==> src/rtl/regfile_scoreboard.sv <==
// rtl/regfile_scoreboard.sv - register file with two read ports, one writeback port and a pending-write scoreboard
module regfile_scoreboard #(
    parameter int DATA_WIDTH = 32,
    parameter int NUM_REGS   = 32,
    parameter int ADDR_WIDTH = 5
) (
    input  logic                  clk,
    input  logic                  reset,
    input  logic                  rd_req_i,
    input  logic [ADDR_WIDTH-1:0] rs1_addr_i,
    input  logic [ADDR_WIDTH-1:0] rs2_addr_i,
    output logic                  rd_stall_o,
    output logic                  rd_valid_o,
    output logic [DATA_WIDTH-1:0] rs1_data_o,
    output logic [DATA_WIDTH-1:0] rs2_data_o,
    input  logic                  issue_en_i,
    input  logic [ADDR_WIDTH-1:0] issue_addr_i,
    input  logic                  wr_en_i,
    input  logic [ADDR_WIDTH-1:0] wr_addr_i,
    input  logic [DATA_WIDTH-1:0] wr_data_i,
    output logic [NUM_REGS-1:0]   pending_mask_o
);

    logic [DATA_WIDTH-1:0] regs_q [NUM_REGS];
    logic [NUM_REGS-1:0]   pending_q, pending_d;
    logic                  rd_valid_q;
    logic [DATA_WIDTH-1:0] rs1_q, rs1_d, rs2_q, rs2_d;
    logic                  wr_ok, hazard1, hazard2, accept;

    assign wr_ok = wr_en_i && (wr_addr_i != '0);

    // A writeback landing this cycle clears the hazard because the read path bypasses it.
    assign hazard1 = pending_q[rs1_addr_i] && !(wr_en_i && (wr_addr_i == rs1_addr_i));
    assign hazard2 = pending_q[rs2_addr_i] && !(wr_en_i && (wr_addr_i == rs2_addr_i));

    assign rd_stall_o = rd_req_i && (hazard1 || hazard2);
    assign accept     = rd_req_i && !rd_stall_o;

    always_comb begin
        rs1_d = rs1_q;
        rs2_d = rs2_q;
        if (accept) begin
            if (rs1_addr_i == '0)                              rs1_d = '0;
            else if (wr_en_i && (wr_addr_i == rs1_addr_i))     rs1_d = wr_data_i;
            else                                               rs1_d = regs_q[rs1_addr_i];
            if (rs2_addr_i == '0)                              rs2_d = '0;
            else if (wr_en_i && (wr_addr_i == rs2_addr_i))     rs2_d = wr_data_i;
            else                                               rs2_d = regs_q[rs2_addr_i];
        end
    end

    // Issue is applied after writeback so a same-address pair leaves the bit set.
    always_comb begin
        pending_d = pending_q;
        if (wr_ok)
            pending_d[wr_addr_i] = 1'b0;
        if (issue_en_i && (issue_addr_i != '0))
            pending_d[issue_addr_i] = 1'b1;
        pending_d[0] = 1'b0;
    end

    always_ff @(posedge clk) begin
        if (reset) begin
            for (int i = 0; i < NUM_REGS; i++)
                regs_q[i] <= '0;
            pending_q  <= '0;
            rd_valid_q <= 1'b0;
            rs1_q      <= '0;
            rs2_q      <= '0;
        end else begin
            if (wr_ok)
                regs_q[wr_addr_i] <= wr_data_i;
            pending_q  <= pending_d;
            rd_valid_q <= accept;
            rs1_q      <= rs1_d;
            rs2_q      <= rs2_d;
        end
    end

    assign rd_valid_o     = rd_valid_q;
    assign rs1_data_o     = rs1_q;
    assign rs2_data_o     = rs2_q;
    assign pending_mask_o = pending_q;

endmodule

==> config.mk <==
export PLATFORM = sky130hd
export DESIGN_NAME = regfile_scoreboard
export DESIGN_NICKNAME = d
export VERILOG_FILES = /design/src/rtl/regfile_scoreboard.sv
export SDC_FILE = /design/constraint.sdc
export NUM_CORES = 2
export LEC_CHECK = 0
export CAP_MARGIN = 20
export CORE_UTILIZATION = 47
export CTS_CLUSTER_DIAMETER = 120
export DETAILED_ROUTE_END_ITERATION = 6
export HOLD_SLACK_MARGIN = 0.08
export PLACE_DENSITY = 0.73
export SETUP_SLACK_MARGIN = 0.4
export SYNTH_ARGS = -nofsm -noshare
export SYNTH_HDL_FRONTEND = slang
export SYNTH_SLANG_ARGS = --single-unit
==> constraint.sdc <==
create_clock -name clk -period 9.6 [get_ports clk]
set_clock_uncertainty 0.15 [all_clocks]
set_input_delay 1.92 -clock clk [delete_from_list [all_inputs] [get_ports clk]]
set_output_delay 1.92 -clock clk [all_outputs]
set_load 0.01 [all_outputs]
# ---- Word level (Yosys, flattened, before mapping)
# Memory sizes are Yosys's and may differ from the RTL's.
# Index checks and enable logic that the tools add are counted.
dict set report totals {
  input_bits 57
  regBits 97
  word_cells 58
  romBits 0
  ramBits 1024
  n_memories 1
  latchBits 0
}
# memory words width read_ports rd_clocked_by_memory_dff wr line
set mem_list {}
lappend mem_list {regs_q 32 32 2 0 32 24} ;# logic [DATA_WIDTH-1:0] regs_q [NUM_REGS];
dict set report op_classes {
  n_div 0
  bitwise 3
  multipliers 0
  mux 22
  n_addsub 0
  eq_ne 2
  n_shift 0
  order_cmp 6
  reduce_logical 19
}
# cell count
set ops {}
lappend ops {{$mux 32} 7}
lappend ops {{$and 32x32->32} 1}
lappend ops {{$not 32->32} 1}
lappend ops {{$or 32x32->32} 1}
lappend ops {{$reduce_or 32->1} 1}
lappend ops {{$lt 5x6->1 const B} 4}
lappend ops {{$bmux 1 s5} 2}
lappend ops {{$demux 1 s5} 2}
lappend ops {{$eq 5x5->1} 2}
lappend ops {{$ge 5x1->1 const B} 2}
lappend ops {{$logic_and 1x1->1} 10}
lappend ops {{$logic_not 5->1} 2}
lappend ops {{$mux 1} 10}
lappend ops {{$reduce_bool 5->1} 2}
lappend ops {{$mux 5} 1}
lappend ops {{$logic_not 1->1} 3}
lappend ops {{$logic_or 1x1->1} 1}

# ---- Depth between registers and ports, before layout
dict set report depth {
  word_depth 9
  ltp_mapped 12
  depth_no_buf 6
}

# ---- Worst setup path before layout
# No wires, ideal clock.
dict set report synth_path {
  path_kind {input to output}
  start {input rs1_addr_i[0]}
  end {output rd_stall_o}
  t_arrival_ns 3.609
  cell_stages 8
  n_path_buf 3
  t_required_ns 7.530
  slack_ns 3.921
  cell_sequence {buf_6 -> buf_6 -> mux4_2 -> mux2i_1 -> mux2i_1 -> a22oi_2 -> clkbuf_1 -> a21boi_0}
}
dict set report synth_between {
  elab_chain_len 6
  elab_cells_between_ends 8
  classes_between {eq/ne (1); mux (2); reduce/logical (5)}
}
# element line
set synth_rtl {}
lappend synth_rtl {{from (decl)} 10} ;# input logic [ADDR_WIDTH-1:0] rs1_addr_i,
lappend synth_rtl {{branches (longest 3 deep; another with $bmux 1 s5)} n/a}
lappend synth_rtl {{$logic_and 1x1->1 *} 33} ;# assign hazard1 = pending_q[rs1_addr_i] && !(wr_en_i && (wr_addr_i == rs1_addr_i));
lappend synth_rtl {{$logic_or 1x1->1 *} 36} ;# assign rd_stall_o = rd_req_i && (hazard1 || hazard2);
lappend synth_rtl {{$logic_and 1x1->1 *} 36}
lappend synth_rtl {{to (decl)} 12} ;# output logic rd_stall_o,
# Every way passes the cells marked *. The select of a mux whose other input is x is not followed.

# ---- Worst setup path after layout
dict set report layout_path {
  start {input rs2_addr_i[3]}
  end {output rd_stall_o}
}
dict set report layout_between {
  elab_chain_len 6
  elab_cells_between_ends 8
  classes_between {eq/ne (1); mux (2); reduce/logical (5)}
}
# element line
set layout_rtl {}
lappend layout_rtl {{from (decl)} 11} ;# input logic [ADDR_WIDTH-1:0] rs2_addr_i,
lappend layout_rtl {{branches (longest 3 deep; another with $bmux 1 s5)} n/a}
lappend layout_rtl {{$logic_and 1x1->1 *} 34} ;# assign hazard2 = pending_q[rs2_addr_i] && !(wr_en_i && (wr_addr_i == rs2_addr_i));
lappend layout_rtl {{$logic_or 1x1->1 *} 36}
lappend layout_rtl {{$logic_and 1x1->1 *} 36}
# Marks and branches as above.

==> results.yml <==
critical_path:
  crit_chain: "clkdlybuf4s50_1, buf_4, xnor2_1, nand4_1, or2_2, o311ai_2, buf_4, a21boi_0, clkdlybuf4s50_1"
  critical_path_class: "in2out"
  end_kind: "output pin"
  cp_max_fo: 28
  cp.required_ns: 7.53
  ff2ff_path_depth: 8
  max_stage_delay_ns: 0.79
  r2r_setup_slack_ns: 5.72
  cp.arrival_ns: 5.60
  cp.buffers_inverters: 4
  cp_slowest_cell: "or2_2"
  critPathTopFamily: "buffers and inverters"
  crit_path_start_kind: "primary input"
  rr_endpoint: "rs2_data_o[9]$_SDFFE_PP0P_"
  critPathLaunch: "rs2_addr_i[3]"
  rr_startpoint: "pending_mask_o[7]$_SDFF_PP0_"
cells_and_area:
  fin_area_mm2: 0.06676
  nets: 4045
  drive_gt1_share_pct: 23.66
  area_growth_pct: 12.43
  fin_cells: 5758
synthesis:
  synth_top_family_by_area: "multiplexers"
  ys_top_cells_by_area: "edfxtp_1 (52%), mux4_2 (21%), and2_1 (11%), mux2i_1 (3.6%), dfxtp_1 (3.2%)"
  synth_ff_type: "edfxtp_1"
  synthCells: 3972
  yosys_warnings: 0
  async_reset_ff_share_pct: 0
  synth_cell_types: 54
  yosysTopAreaCell: "edfxtp_1"
  synth_edf_count: 1024
  synth_compound_area_share_pct: 3.879
  post_synth_mux_area_share_pct: 24.89
  synth-seq-cells: 1120
  synthAdderAreaFrac_pct: 0
  syn_area_per_cell_um2: 14.95
  syn_area_mm2: 0.05938
  yosysSeqAreaShare_pct: 55.02
  synth-simple-area-share_pct: 12.78
  synth_top_area_share_pct: 51.79
  synth_xor_area_share_pct: 0.1475
worst_hold_path:
  whs_path_depth: 2
  hp-start: "rs1_data_o[7]$_SDFFE_PP0P_"
  worst_hold_path.endpoint: "rs1_data_o[7]$_SDFFE_PP0P_"
  hold_class: "reg2reg"
power_and_ir_drop:
  p_seq_share_pct: 48.5
  peakVddDrop_v: 0.0001314
  power_frac_comb_pct: 12.5
  p_int_uw: 8890
  p_leak_uw: 0.02279
  p_per_area_mw_per_mm2: 178.0
  netSwitchingFraction_pct: 25.19
  net-switching-power_uw: 2993
  clock_power_share_pct: 38.9
floorplanning:
  initial_core_util_pct: 47.35
  die_y_um: 357.4
  core_mm2: 0.1254
  fp-row-count: 130
  die-area_mm2: 0.1278
  dieWidth_um: 357.4
  io_pins: 155
global_routing:
  antenna_found_initial: 16
  grt-ovfl-total: 0
  first_global_vias: 38470
  grt_pass1_wl_mm: 285.8
  grt_util_all_layers_pct: 31.96
  grt_start_max_net_pins: 128
clock_tree:
  h-tree-depth: 3
  cts_tree: "yes"
  clk_pin_slew_ns: 0.06
  cts_hold_buf: 0
  cts_repair_resize_count: 0
  cts_root_buf: "clkbuf_16"
  clock_sinks: 1120
  clk_latency_ns: 0.73
  cts_buffer_depth: 3
  postCtsSetupRepairBufs: 0
  numCtsBuffers: 119
timing:
  slew_headroom_pct: 22.10
  timing.final.crit_share_pct: 79.92
  rsz0062_at_grt: "false"
  setup_tns_ns: 0
  tightest_slew_ns: 1.165
  slew_viol_final: 0
  fmax_mhz: 130.3
  period_needed_ns: 7.672
  fin_ws_ns: 1.928
  hold_viol: 0
  finalSetupViolations: 0
status:
  status: "finished clean"
route:
  drt_iter0_markers: 6122
  drt-wirelength-per-cell_um: 35.49
  drtPass1Iterations: 6
  routed_via_density: 6.799
  ant_nets: 0
  vias: 39150
  drc: 0
  drt_wl_total_mm: 204.3
placed_design:
  place_area_mm2: 0.06269
  gp_congestion: 0.9130
  dp.cells: 5511
  portBuffers: 153
  place_ws_ns: 2.014
  dpl.hpwl_mm: 115.8
job:
  maxCapViolCount: 0
## cells in the mapped netlist (7+ instances only)
cell / number
a311oi_1: 12
a21oi_1: 65
o2bb2ai_1: 7
edfxtp_1: 1024
o22a_1: 8
o22ai_1: 22
mux4_2: 552
o211ai_1: 29
buf_1: 20
nand3_1: 13
nand2_1: 114
a22oi_1: 13
dfxtp_1: 96
o221ai_1: 7
and2_1: 1027
a211oi_1: 79
o21ai_0: 41
buf_4: 17
nor2b_1: 39
a31oi_1: 12
mux2i_1: 213
buf_6: 14
mux2_2: 18
inv_1: 33
buf_2: 65
nor2_1: 47
clkbuf_1: 301
a32o_1: 21
## cells in the final DEF (no fill, tap or decap), types with 12 or more instances in the layout
| cell | Yosys | layout |
|---|---|---|
| a311oi_1 | 12 | 12 |
| nand2_1 | 114 | 91 |
| o22ai_1 | 22 | 22 |
| diode_2 | 0 | 16 |
| conb_1 | 1 | 33 |
| clkbuf_1 | 301 | 23 |
| inv_1 | 33 | 32 |
| mux4_2 | 552 | 552 |
| a21oi_1 | 65 | 63 |
| clkinv_1 | 0 | 20 |
| buf_4 | 17 | 120 |
| o21ai_0 | 41 | 31 |
| mux2_2 | 18 | 18 |
| a22oi_1 | 13 | 13 |
| nor2_4 | 0 | 29 |
| nand3_1 | 13 | 12 |
| a211oi_1 | 79 | 79 |
| a32o_1 | 21 | 21 |
| mux2i_1 | 213 | 213 |
| clkbuf_16 | 0 | 125 |
| a31oi_1 | 12 | 12 |
| edfxtp_1 | 1024 | 1024 |
| nor2b_1 | 39 | 39 |
| nand2_2 | 0 | 22 |
| clkdlybuf4s50_1 | 0 | 143 |
| nor2_1 | 47 | 18 |
| clkbuf_8 | 0 | 14 |
| clkinv_2 | 0 | 28 |
| dfxtp_1 | 96 | 96 |
| and2_1 | 1027 | 1027 |
| o211ai_1 | 29 | 29 |
## worst register-to-register path: cells and delay by family, from the launching register on
| kind | cells | cell delay (ns) |
|---|---|---|
| and+or+nand+nor | 1 | 0.72 |
| buffers and inverters | 3 | 1.06 |
| AOI/OAI and AO/OA | 2 | 0.76 |
| muxes | 2 | 0.66 |
| DFF | 1 | 0.38 |
## cell families after synthesis
| kind of cell | Yosys count |
|---|---|
| other | 1 |
| XOR/XNOR | 10 |
| AO/OA/AOI/OAI | 330 |
| buffers and inverters | 451 |
| flip-flops | 1120 |
| AND/OR/NAND/NOR | 1276 |
| multiplexers | 784 |
## worst max path at each step
stage	to	cells after the start
2_1_floorplan	rd_stall_o	8
3_3_place_gp	rd_stall_o	9
3_5_place_dp	rd_stall_o	9
4_1_cts	rd_stall_o	9
5_1_grt	rd_stall_o	9
6_report	rd_stall_o	9
## per-layer routing
layer | vias to the layer above | global-route usage, % | share of wire, %
li1 | 15290 | - | -
met1 | 19870 | 39.60 | 34
met2 | 3228 | 48.92 | 46
met3 | 753 | 10.17 | 14
met4 | 4 | 19.62 | 6.9
met5 | - | 0 | 0.013
## state kept, by name, summed over array words and instances (netlist names)
name,cells
pending_mask_o,31
rd_valid_o,1
regs_q,1024
rs1_data_o,32
rs2_data_o,32
## power groups by stage
stage	Clock, uW	Sequential (uW)	Combinational (uW)
finish	4630	5770	1490
global route	4800	5790	1530
CTS	4620	5760	1450
detailed placement	0	5860	1450
global placement	0	5840	1430
floorplan	0	5810	916
## metrics by stage
step | hold slack [ns] | util, % | total power (uW)
after floorplan | 0.3328 | - | 6723
after global placement | 0.2992 | 49.97 | 7269
after detailed placement | 0.3084 | 49.99 | 7304
after CTS | 0.3167 | 53.07 | 11830
after global routing | 0.3327 | 53.20 | 12120
final | 0.3153 | 53.23 | 11880
## cell type report
class / count / area [um2]
fillers: 9919 / 58650
diodes: 16 / 40.04
well taps: 1650 / 2064
clock inverters: 66 / 536.8
inverters: 34 / 132.6
flip-flops and latches: 1120 / 32670
multi-input cells: 2433 / 25320
clock buffers: 159 / 3332
repair buffers: 280 / 2665
No activity file was read; power rests on OpenSTA's default activity.
